--- config.mk ---
export PLATFORM = sky130hd
export DESIGN_NAME = core_fetch_queue_flat
export DESIGN_NICKNAME = d
export VERILOG_FILES = /design/src/rtl/core_fetch_queue_pkg.sv /design/src/rtl/core_fetch_queue_if.sv /design/src/rtl/core_fetch_queue_fifo.sv /design/src/rtl/core_fetch_queue.sv /design/src/flat_wrapper.sv
export SDC_FILE = /design/constraint.sdc
export NUM_CORES = 1
export LEC_CHECK = 0
export BUFFER_PORTS_ARGS = -buffer_cell sky130_fd_sc_hd__buf_2
export CORE_MARGIN = 4
export CORE_UTILIZATION = 40
export DETAILED_ROUTE_END_ITERATION = 7
export SETUP_SLACK_MARGIN = 0.2
export SKIP_CTS_REPAIR_TIMING = 1
export SLEW_MARGIN = 20
export SYNTH_ARGS = -nofsm -noshare
export SYNTH_HDL_FRONTEND = slang
export SYNTH_SLANG_ARGS = --single-unit
--- constraint.sdc ---
create_clock -name clk -period 5.87 [get_ports clk]
set_input_delay 0 -clock clk [delete_from_list [all_inputs] [get_ports clk]]
set_output_delay 0 -clock clk [all_outputs]
set_load 0.05 [all_outputs]
--- src/rtl/core_fetch_queue_pkg.sv ---
// Shared types and default sizes for the instruction fetch queue.
// Latency: n/a (types and constants only).
// Backpressure: n/a.
package core_fetch_queue_pkg;

  localparam int unsigned ADDR_W_DEF = 30;
  localparam int unsigned DATA_W_DEF = 32;
  localparam int unsigned DEPTH_DEF  = 4;
  localparam int unsigned MAX_OUT_DEF = 2;

  // Word pointer (byte address = {ptr, 2'b00}) and instruction word.
  typedef logic [ADDR_W_DEF-1:0] ptr_t;
  typedef logic [DATA_W_DEF-1:0] word_t;

  // One buffered instruction together with the pointer it was fetched from.
  typedef struct packed {
    ptr_t  pc;
    word_t insn;
  } fetch_entry_t;

endpackage

--- src/rtl/core_fetch_queue_if.sv ---
// Instruction bus and decode handshake bundle for the fetch queue.
// Latency: n/a (wires only).
// Backpressure: mem_ready throttles requests, stall holds the decode head.
interface core_fetch_queue_if
  import core_fetch_queue_pkg::*;
#(
  parameter int unsigned ADDR_W = ADDR_W_DEF,
  parameter int unsigned DATA_W = DATA_W_DEF
);

  logic              mem_req;
  logic [ADDR_W-1:0] mem_addr;
  logic              mem_ready;
  logic              mem_rvalid;
  logic [DATA_W-1:0] mem_rdata;

  logic              stall;
  logic              insn_valid;
  logic [DATA_W-1:0] insn;
  logic [ADDR_W-1:0] insn_pc;

  // Fetch unit side.
  modport master (
    output mem_req, mem_addr,
    input  mem_ready, mem_rvalid, mem_rdata,
    input  stall,
    output insn_valid, insn, insn_pc
  );

  // Bus / decode environment side.
  modport slave (
    input  mem_req, mem_addr,
    output mem_ready, mem_rvalid, mem_rdata,
    output stall,
    input  insn_valid, insn, insn_pc
  );

endinterface

--- src/rtl/core_fetch_queue_fifo.sv ---
// DEPTH-entry synchronous FIFO of fetch entries with push/pop/clear and occupancy count.
// Latency: pushed data visible at the head the cycle after the push (no bypass).
// Backpressure: none internally; the caller's credit scheme keeps pushes within capacity.
module core_fetch_queue_fifo #(
  parameter int unsigned DEPTH = 4,
  parameter int unsigned WIDTH = 62,
  localparam int unsigned CNT_W = $clog2(DEPTH + 1)
) (
  input  logic             clk,
  input  logic             rst_n,
  input  logic             clear_i,
  input  logic             push_i,
  input  logic [WIDTH-1:0] push_dat_i,
  input  logic             pop_i,
  output logic [WIDTH-1:0] head_dat_o,
  output logic [CNT_W-1:0] count_o,
  output logic             empty_o
);

  localparam int unsigned IDX_W = $clog2(DEPTH);

  logic [WIDTH-1:0] mem_q [DEPTH];
  logic [IDX_W-1:0] wr_idx_q, wr_idx_d;
  logic [IDX_W-1:0] rd_idx_q, rd_idx_d;
  logic [CNT_W-1:0] count_q, count_d;

  // Next-state for indices and count; clear wins over a same-cycle push or pop.
  always_comb begin
    wr_idx_d = wr_idx_q;
    rd_idx_d = rd_idx_q;
    count_d  = count_q;
    if (clear_i) begin
      wr_idx_d = '0;
      rd_idx_d = '0;
      count_d  = '0;
    end else begin
      if (push_i) wr_idx_d = wr_idx_q + IDX_W'(1);
      if (pop_i)  rd_idx_d = rd_idx_q + IDX_W'(1);
      case ({push_i, pop_i})
        2'b10:   count_d = count_q + CNT_W'(1);
        2'b01:   count_d = count_q - CNT_W'(1);
        default: count_d = count_q;
      endcase
    end
  end

  // Index and count registers.
  always_ff @(posedge clk or negedge rst_n) begin
    if (!rst_n) begin
      wr_idx_q <= '0;
      rd_idx_q <= '0;
      count_q  <= '0;
    end else begin
      wr_idx_q <= wr_idx_d;
      rd_idx_q <= rd_idx_d;
      count_q  <= count_d;
    end
  end

  // Storage array; contents are don't-care while the count says empty.
  always_ff @(posedge clk) begin
    if (push_i && !clear_i) mem_q[wr_idx_q] <= push_dat_i;
  end

  assign head_dat_o = mem_q[rd_idx_q];
  assign count_o    = count_q;
  assign empty_o    = (count_q == '0);

  a_no_overflow: assert property (@(posedge clk) disable iff (!rst_n)
    !(push_i && !pop_i && !clear_i && count_q == CNT_W'(DEPTH)));
  a_no_underflow: assert property (@(posedge clk) disable iff (!rst_n)
    !(pop_i && !clear_i && count_q == '0));

endmodule

--- src/rtl/core_fetch_queue.sv ---
// Instruction fetch front end: credit-limited word reads, in-order prefetch FIFO, redirect handling.
// Latency: first request the cycle after reset release or a redirect; an instruction reaches decode one cycle after its return.
// Backpressure: stall holds the FIFO head; requests stop when outstanding or FIFO credit runs out.
// Build option: define CORE_FETCH_ALIGN_FAULT_EN to flag misaligned PC writes on align_fault.
module core_fetch_queue
  import core_fetch_queue_pkg::*;
#(
  parameter int unsigned       ADDR_W          = ADDR_W_DEF,
  parameter int unsigned       DATA_W          = DATA_W_DEF,
  parameter int unsigned       DEPTH           = DEPTH_DEF,
  parameter int unsigned       MAX_OUTSTANDING = MAX_OUT_DEF,
  parameter logic [ADDR_W-1:0] RESET_PC        = '0
) (
  input  logic                clk,
  input  logic                rst_n,
  input  logic                branch,
  input  logic                flush,
  input  logic                wr_pc,
  input  logic [ADDR_W-1:0]   branch_target,
  input  logic [DATA_W-1:0]   wr_current,
  output logic                align_fault,
  core_fetch_queue_if.master  bus
);

  localparam int unsigned CNT_W = $clog2(DEPTH + 1);
  typedef logic [CNT_W-1:0] cnt_t;
  localparam cnt_t MAX_OUT_C = cnt_t'(MAX_OUTSTANDING);
  localparam cnt_t DEPTH_C   = cnt_t'(DEPTH);

  typedef struct packed {
    logic [ADDR_W-1:0] pc;
    logic [DATA_W-1:0] insn;
  } entry_t;

  logic              run_q;
  logic [ADDR_W-1:0] fetch_ptr_q, fetch_ptr_d;
  logic [ADDR_W-1:0] ret_ptr_q, ret_ptr_d;
  logic [ADDR_W-1:0] next_pc_q, next_pc_d;
  cnt_t              outst_q, outst_d;
  cnt_t              discard_q, discard_d;

  logic              redirect, accept, ret, drop, push, pop, credit_ok;
  logic [ADDR_W-1:0] target, wr_ptr, head_pc_inc;
  entry_t            push_ent, head_ent;
  cnt_t              fifo_cnt;
  logic              fifo_empty;

  assign redirect    = branch | flush;
  assign ret         = bus.mem_rvalid;
  assign pop         = bus.insn_valid & ~bus.stall;
  assign wr_ptr      = ADDR_W'(wr_current >> 2);
  assign head_pc_inc = head_ent.pc + ADDR_W'(1);

`ifdef CORE_FETCH_ALIGN_FAULT_EN
  assign align_fault = branch & wr_pc & (wr_current[1:0] != 2'b00);
`else
  assign align_fault = 1'b0;
`endif

  // Redirect target: branch source first, otherwise the instruction after the last one consumed.
  always_comb begin
    target = next_pc_q;
    if (branch)   target = wr_pc ? wr_ptr : branch_target;
    else if (pop) target = head_pc_inc;
  end

  // FIFO credit covers both buffered and in-flight words, so a return always has a slot.
  assign credit_ok   = ({1'b0, fifo_cnt} + {1'b0, outst_q}) < {1'b0, DEPTH_C};
  assign bus.mem_req  = run_q & ~redirect & (outst_q < MAX_OUT_C) & credit_ok;
  assign bus.mem_addr = fetch_ptr_q;
  assign accept      = bus.mem_req & bus.mem_ready;

  // A return is stale if it lands on a redirect cycle or while older stale reads are pending.
  assign drop = ret & (redirect | (discard_q != '0));
  assign push = ret & ~drop;

  // Outstanding and discard counters. On a redirect every read still in flight is stale,
  // which already includes any discard carried over from an earlier redirect.
  always_comb begin
    outst_d = outst_q;
    case ({accept, ret})
      2'b10:   outst_d = outst_q + cnt_t'(1);
      2'b01:   outst_d = outst_q - cnt_t'(1);
      default: outst_d = outst_q;
    endcase
    discard_d = discard_q;
    if (redirect)                      discard_d = outst_d;
    else if (ret && discard_q != '0)   discard_d = discard_q - cnt_t'(1);
  end

  // Fetch, return and architectural pointers.
  always_comb begin
    fetch_ptr_d = fetch_ptr_q;
    ret_ptr_d   = ret_ptr_q;
    next_pc_d   = next_pc_q;
    if (redirect) begin
      fetch_ptr_d = target;
      ret_ptr_d   = target;
      next_pc_d   = target;
    end else begin
      if (accept) fetch_ptr_d = fetch_ptr_q + ADDR_W'(1);
      if (push)   ret_ptr_d   = ret_ptr_q + ADDR_W'(1);
      if (pop)    next_pc_d   = head_pc_inc;
    end
  end

  // State registers; run_q holds requests off until the first clock after reset release.
  always_ff @(posedge clk or negedge rst_n) begin
    if (!rst_n) begin
      run_q       <= 1'b0;
      fetch_ptr_q <= RESET_PC;
      ret_ptr_q   <= RESET_PC;
      next_pc_q   <= RESET_PC;
      outst_q     <= '0;
      discard_q   <= '0;
    end else begin
      run_q       <= 1'b1;
      fetch_ptr_q <= fetch_ptr_d;
      ret_ptr_q   <= ret_ptr_d;
      next_pc_q   <= next_pc_d;
      outst_q     <= outst_d;
      discard_q   <= discard_d;
    end
  end

  assign push_ent.pc   = ret_ptr_q;
  assign push_ent.insn = bus.mem_rdata;

  core_fetch_queue_fifo #(
    .DEPTH (DEPTH),
    .WIDTH ($bits(entry_t))
  ) u_fifo (
    .clk        (clk),
    .rst_n      (rst_n),
    .clear_i    (redirect),
    .push_i     (push),
    .push_dat_i (push_ent),
    .pop_i      (pop),
    .head_dat_o (head_ent),
    .count_o    (fifo_cnt),
    .empty_o    (fifo_empty)
  );

  assign bus.insn_valid = ~fifo_empty;
  assign bus.insn       = head_ent.insn;
  assign bus.insn_pc    = head_ent.pc;

  a_rvalid_has_owner: assert property (@(posedge clk) disable iff (!rst_n)
    bus.mem_rvalid |-> (outst_q != '0));
  a_discard_bounded: assert property (@(posedge clk) disable iff (!rst_n)
    discard_q <= outst_q);

endmodule

--- src/flat_wrapper.sv ---
// flat-port wrapper written by rule: the top's interface ports become plain ports
module core_fetch_queue_flat import core_fetch_queue_pkg::*;
#(
  parameter int unsigned       ADDR_W          = ADDR_W_DEF,
  parameter int unsigned       DATA_W          = DATA_W_DEF,
  parameter int unsigned       DEPTH           = DEPTH_DEF,
  parameter int unsigned       MAX_OUTSTANDING = MAX_OUT_DEF,
  parameter logic [ADDR_W-1:0] RESET_PC        = '0
)
  (clk, rst_n, branch, flush, wr_pc, branch_target, wr_current, align_fault, bus_mem_req, bus_mem_addr, bus_mem_ready, bus_mem_rvalid, bus_mem_rdata, bus_stall, bus_insn_valid, bus_insn, bus_insn_pc);
  core_fetch_queue_if #(.ADDR_W(ADDR_W), .DATA_W(DATA_W)) bus_i ();
  input  logic clk;
  input  logic rst_n;
  input  logic branch;
  input  logic flush;
  input  logic wr_pc;
  input  logic [ADDR_W-1:0] branch_target;
  input  logic [DATA_W-1:0] wr_current;
  output logic align_fault;
  output wire logic [$bits(bus_i.mem_req)-1:0] bus_mem_req;
  output wire logic [$bits(bus_i.mem_addr)-1:0] bus_mem_addr;
  input wire logic [$bits(bus_i.mem_ready)-1:0] bus_mem_ready;
  input wire logic [$bits(bus_i.mem_rvalid)-1:0] bus_mem_rvalid;
  input wire logic [$bits(bus_i.mem_rdata)-1:0] bus_mem_rdata;
  input wire logic [$bits(bus_i.stall)-1:0] bus_stall;
  output wire logic [$bits(bus_i.insn_valid)-1:0] bus_insn_valid;
  output wire logic [$bits(bus_i.insn)-1:0] bus_insn;
  output wire logic [$bits(bus_i.insn_pc)-1:0] bus_insn_pc;
  assign bus_mem_req = bus_i.mem_req;
  assign bus_mem_addr = bus_i.mem_addr;
  assign bus_i.mem_ready = bus_mem_ready;
  assign bus_i.mem_rvalid = bus_mem_rvalid;
  assign bus_i.mem_rdata = bus_mem_rdata;
  assign bus_i.stall = bus_stall;
  assign bus_insn_valid = bus_i.insn_valid;
  assign bus_insn = bus_i.insn;
  assign bus_insn_pc = bus_i.insn_pc;
  core_fetch_queue #(.ADDR_W(ADDR_W), .DATA_W(DATA_W), .DEPTH(DEPTH), .MAX_OUTSTANDING(MAX_OUTSTANDING), .RESET_PC(RESET_PC)) u_core (.clk(clk), .rst_n(rst_n), .branch(branch), .flush(flush), .wr_pc(wr_pc), .branch_target(branch_target), .wr_current(wr_current), .align_fault(align_fault), .bus(bus_i));
endmodule
# Word-level counts from Yosys, hierarchy flattened
# Memory sizes are Yosys's and may differ from the RTL's.
# Index checks and enable logic that the tools add are counted.
op_classes:
  add_sub_neg: 11
  mul: 0
  div_mod_pow: 0
  n_lt_le_gt_ge: 2
  n_eq_ne: 4
  shifts: 0
  n_mux: 19
  bitwise: 13
  reduce_logical: 10
ops:
  columns: ["cell", "n"]
  rows:
  - ["$mux W30", 8]
  - ["$add A30 B1 Y30 const B", 3]
  - ["$pmux W3 S2", 2]
  - ["$mux W3", 3]
  - ["$sub A3 B1 Y3 const B", 3]
  - ["$mux W2", 4]
  - ["$reduce_bool A2 Y1", 4]
  - ["$and A1 B1 Y1", 7]
  - ["$add A3 B1 Y3 const B", 2]
  - ["$reduce_bool A3 Y1", 2]
  - ["$add A2 B1 Y2 const B", 2]
  - ["$add A3 B3 Y4", 1]
  - ["$eq A2 B1 Y1 const B", 2]
  - ["$eq A2 B2 Y1 const B", 2]
  - ["$lt A4 B3 Y1 const B", 1]
  - ["$not A1 Y1", 4]
  - ["$logic_not A3 Y1", 1]
  - ["$lt A3 B2 Y1 const B", 1]
  - ["$logic_and A1 B1 Y1", 2]
  - ["$mux W1", 2]
  - ["$or A1 B1 Y1", 2]
  - ["$logic_not A1 Y1", 1]
totals:
  ff_bits: 104
  latch_bits: 0
  ram_bits: 248
  mem_bits_ro: 0
  inputBits: 102
  out_inout_bits: 95
  mem_count: 1
memory_table:
  columns: ["memory", "depth", "word_bits", "read_ports", "rd_clocked_by_memory_dff", "write_ports", "line", "source"]
  rows:
  - ["u_core.u_fifo.mem_q", 4, 62, 1, 0, 1, "core_fetch_queue_fifo.sv:22", "logic [WIDTH-1:0] mem_q [DEPTH];"]

# Logic depth before layout (Yosys ltp)
depth:
  word_depth: 9
  ltp_mapped: 12
  depth_no_buf: 12

# Cells and area by module
# Synthesis repeated with hierarchy kept, for this count alone.
hier_totals:
  hier_cells: 1037
  area_unflattened_um2: 15620.0
by_module_without_submodules:
  columns: ["module", "n_inst", "cells_each", "area_per_inst_um2"]
  rows:
  - ["core_fetch_queue_fifo", 1, 366, 9452.8]
  - ["core_fetch_queue", 1, 671, 6167.2]

# Worst setup path before layout
# No wires, ideal clock.
synth_path:
  kind: "register -> register"
  from: "register u_core.discard_q[0]"
  to: "memory u_core.u_fifo.mem_q[0][0] (enable)"
  setup_time_ns: 0.427
  t_arrival_ns: 2.814
  required_ns: 5.443
  slack_ns: 2.629
  path_stages_with_launch: 7
  period_less_slack_ns: 3.241
  cell_sequence: "dfrtp_1 > inv_1 > ha_1 > and3b_1 > clkbuf_1 > clkbuf_1 > and3_1"
synth_via:
  elab_chain_len: 8
synth_lines:
  columns: ["item", "line", "source"]
  rows:
  - ["start, declared", "core_fetch_queue.sv:40", "cnt_t discard_q, discard_d;"]
  - ["start signal, assigned", "core_fetch_queue.sv:122", "discard_q <= discard_d;"]
  - ["$reduce_bool A3 Y1", "core_fetch_queue.sv:74", "assign drop = ret & (redirect | (discard_q != '0));"]
  - ["$or A1 B1 Y1", "core_fetch_queue.sv:74", null]
  - ["$and A1 B1 Y1", "core_fetch_queue.sv:74", null]
  - ["$not A1 Y1", "core_fetch_queue.sv:75", "assign push = ret & ~drop;"]
  - ["$and A1 B1 Y1", "core_fetch_queue.sv:75", null]
  - ["$logic_and A1 B1 Y1", "core_fetch_queue_fifo.sv:62", "if (push_i && !clear_i) mem_q[wr_idx_q] <= push_dat_i;"]
  - ["$mux W1", "core_fetch_queue_fifo.sv:62", null]
  - ["$mux W1 (implied by the code)", "core_fetch_queue_fifo.sv:62", null]
  - ["end, declared", "core_fetch_queue_fifo.sv:22", null]
# Every way passes these cells.

# Worst setup path after layout
layout_path:
  from: "register u_core.u_fifo.rd_idx_q[0]"
  to: "register u_core.fetch_ptr_q[18], in the netlist u_core.bus.mem_addr[18]"
layout_via:
  elab_chain_len: 5
layout_lines:
  columns: ["item", "line", "source"]
  rows:
  - ["start, declared", "core_fetch_queue_fifo.sv:24", "logic [IDX_W-1:0] rd_idx_q, rd_idx_d;"]
  - ["start signal, assigned", "core_fetch_queue_fifo.sv:55", "rd_idx_q <= rd_idx_d;"]
  - ["$mem_v2 Z4 W62", null, null]
  - ["$add A30 B1 Y30", "core_fetch_queue.sv:52", "assign head_pc_inc = head_ent.pc + ADDR_W'(1);"]
  - ["$mux W30", null, null]
  - ["$mux W30", "core_fetch_queue.sv:63", "if (branch) target = wr_pc ? wr_ptr : branch_target;"]
  - ["$mux W30", "core_fetch_queue.sv:96", "if (redirect) begin"]
  - ["end signal, assigned", "core_fetch_queue.sv:118", "fetch_ptr_q <= fetch_ptr_d;"]
  - ["end, declared", "core_fetch_queue.sv:36", "logic [ADDR_W-1:0] fetch_ptr_q, fetch_ptr_d;"]
# Every way passes these cells.
# A chain may end at the register's enable or synchronous reset.

==> flow_metrics.tcl <==
set metrics [dict create \
    max_freq_mhz 268 \
    maxSlewHeadroom 0.309 \
    max-cap-violations 0 \
    yosysSeqAreaShare 0.638 \
    vias 10300 \
    synth_cell_types 72 \
    grt_use_met2 0.297 \
    drtIter0Drc 621 \
    worst-path-max-fanout 43 \
    clock_latency_ns 0.54 \
    failed_checks "hold timing" \
    fp.dieH_um 206 \
    viasPerCell 5.41 \
    drtAntennaViolNets 0 \
    tightest_slew_ns 1.04 \
    hold_viol_final 7 \
    use_met3 0.0394 \
    synth_compound_area_frac 0.0652 \
    cp-end-kind "flop" \
    hold_path.class "input port to flop" \
    timing.hold.ws_ns -0.0462 \
    yosysMostFrequentCell "edfxtp_1" \
    regToRegSetupSlack_ns 2.14 \
    place.port_buffers 193 \
    synth_top_family_by_area "multiplexers" \
    wl_um 39500 \
    netlist.top_cell.by_area "edfxtp_1" \
    fin_skew_ns 0.0294 \
    grt_pass1_vias 9955 \
    cp.arrival_ns 4.12 \
    p_leak_nw 7.16 \
    fin_nets 1477 \
    clockBufferDepth 3 \
    cts.clk_slew.worst_paths_ns 0.06 \
    clock-sinks 352 \
    grt_use_total 0.179 \
    fillers 3389 \
    cts_root_buf "clkbuf_16" \
    synthArstFlopShare 0.295 \
    cts_inserted_buffers 40 \
    grt_max_degree 72 \
    setup.worst_path.class "flop to flop" \
    grt_pass1_wl_um 59100 \
    synth_fa_ha_area_frac 0.0129 \
    grt.busiest_layer "met2" \
    synth_mux_area_frac 0.118 \
    wl_per_cell_um 20.7 \
    synth_edf_count 248 \
    antenna_found_initial 0 \
    dr.pass1.iters 5 \
    die_area_um2 42600 \
    drive_gt1_frac 0.272 \
    initial_utilization 0.406 \
    fp.coreArea_um2 38800 \
    status "finished with violations" \
    ys.warnings.count 0 \
    regArea_um2 10100 \
    rows 72 \
    hpwl_um 25500 \
    die_width_um 206 \
    synth_nets 1208 \
    avgSynthCellArea_um2 14.4 \
    synthCells 1091 \
    synth_top_area_share 0.473 \
    ioPinCount 197 \
    synth_xor_xnor_area_share 0.0300 \
    grt.overflow.total 0 \
    drv_slew 0 \
    vdd_drop_max_mv 0.215 \
    ys_ff_latch 352 \
    rsz0062_at_grt "no" \
    synthesis.area_um2 15700 \
    power.density_nw_per_um2 316 \
    multi_input_comb_area_um2 5330 \
    setup_viol_count_final 0 \
    setup_slack_ns 2.14 \
    drc 0 \
    grtUsageMet1 0.244 \
    cp.required_ns 6.26 \
    cts_tree "built" \
    place_ws_ns 2.03 \
    synth_area_leaders "edfxtp_1, dfrtp_1, mux4_2" \
    startpoint_type "flop" \
    finalCritPeriodShare 0.635 \
    tns_ns 0 \
    synth_top_flop_cell "edfxtp_1" \
    n_antenna_cell 0 \
    period_minus_slack_ns 3.73 \
    syn2layout_area_growth_pct 22.7 \
    htree_levels 2 \
    gp_congestion 0.846 \
    synthTopCellsByCount "edfxtp_1, dfrtp_1, nand2_1" \
    synth-simple-area-share 0.109 \
]
worst max-delay path, cell delays in order (launching register included):
cell,delay [ns]
dfrtp_4,0.98
buf_4,0.55
mux4_2,0.48
and2_1,0.48
o32ai_1,0.17
nor4_1,0.62
o221ai_1,0.23
final timing paths:
check	start	endpoint	cells past startpoint
max in group asynchronous	rst_n	u_core.next_pc_q[23]	4
max	u_core.u_fifo.rd_idx_q[0]	u_core.bus.mem_addr[18]	6
min in group asynchronous	rst_n	u_core.run_q	4
max reg2reg	u_core.u_fifo.rd_idx_q[0]	u_core.bus.mem_addr[18]	6
min	branch_target[25]	u_core.next_pc_q[25]	5
min reg2reg	u_core.outst_q[2]	u_core.outst_q[2]	1
final cells by class:
class	instances	share of cell area
repair buffers	285	0.0965
well taps	518	0.0335
clock inverters	24	0.0120
inverters	35	0.00680
multi-input cells	646	0.276
clock buffers	49	0.0547
flip-flops and latches	352	0.520
logic make-up (layout without fill, tap and decap cells):
family	after synthesis	after routing
adders and majority gates	15	15
muxes	106	106
AOI/OAI and AO/OA	149	149
other	2	2
xor gates and xnor gates	54	54
DFF	352	352
buffers and inverters	93	393
and+or+nand+nor	320	320
power by group:
| group | switching (mW) | internal (mW) | total [mW] |
|---|---|---|---|
| Clock | 1.00 | 1.46 | 2.47 |
| Combinational | 0.443 | 0.262 | 0.705 |
| Sequential | 0.129 | 2.81 | 2.94 |
| Total | 1.58 | 4.53 | 6.11 |
per-layer routing:
metal / up-vias / share of wire
met1: 5253 / 0.43
met5: - / 0
met3: 55 / 0.055
li1: 4770 / -
met4: 0 / 0.019
met2: 244 / 0.50
metrics by stage:
| step | cells | instance area, µm² | hold WS, ns | utilization | power [mW] |
|---|---|---|---|---|---|
| global placement | 1758 | 17200 | -0.00726 | 0.444 | 3.63 |
| detailed placement | 1758 | 17200 | -0.00567 | 0.444 | 3.65 |
| CTS | 1831 | 18500 | -0.587 | 0.477 | 6.13 |
| floorplan | 1091 | 15700 | -0.296 | - | 3.41 |
| finish | 1909 | 19300 | -0.0462 | 0.498 | 6.11 |
| global route | 1909 | 19300 | 0.00836 | 0.498 | 6.36 |
placed cells by master, fill, tap and decap left out, types with 11 or more instances in the layout:
cell type / synthesis / layout
mux4_2: 60 / 60
ha_1: 13 / 13
inv_1: 33 / 33
a31o_2: 11 / 11
dlygate4sd3_1: 0 / 77
buf_2: 8 / 192
xor2_1: 29 / 29
and3_1: 26 / 22
xnor2_1: 25 / 25
nor2_1: 69 / 68
nand3_1: 41 / 41
o211ai_1: 14 / 14
o21ai_0: 29 / 29
nand2_1: 71 / 71
clkbuf_16: 0 / 41
nand4_1: 29 / 29
mux2_2: 16 / 16
dfrtp_1: 104 / 102
a21oi_1: 27 / 27
edfxtp_1: 248 / 248
nor3_1: 16 / 15
mux2i_1: 28 / 28
buf_4: 6 / 15
state kept, by name, indices dropped and copies added (netlist names):
register,count
u_core.u_fifo.mem_q,248
u_core.bus.mem_addr,30
u_core.next_pc_q,30
u_core.ret_ptr_q,30
u_core.discard_q,3
u_core.outst_q,3
u_core.u_fifo.count_o,3
u_core.u_fifo.rd_idx_q,2
u_core.u_fifo.wr_idx_q,2
u_core.run_q,1
Power figures use the tool's default switching activity.
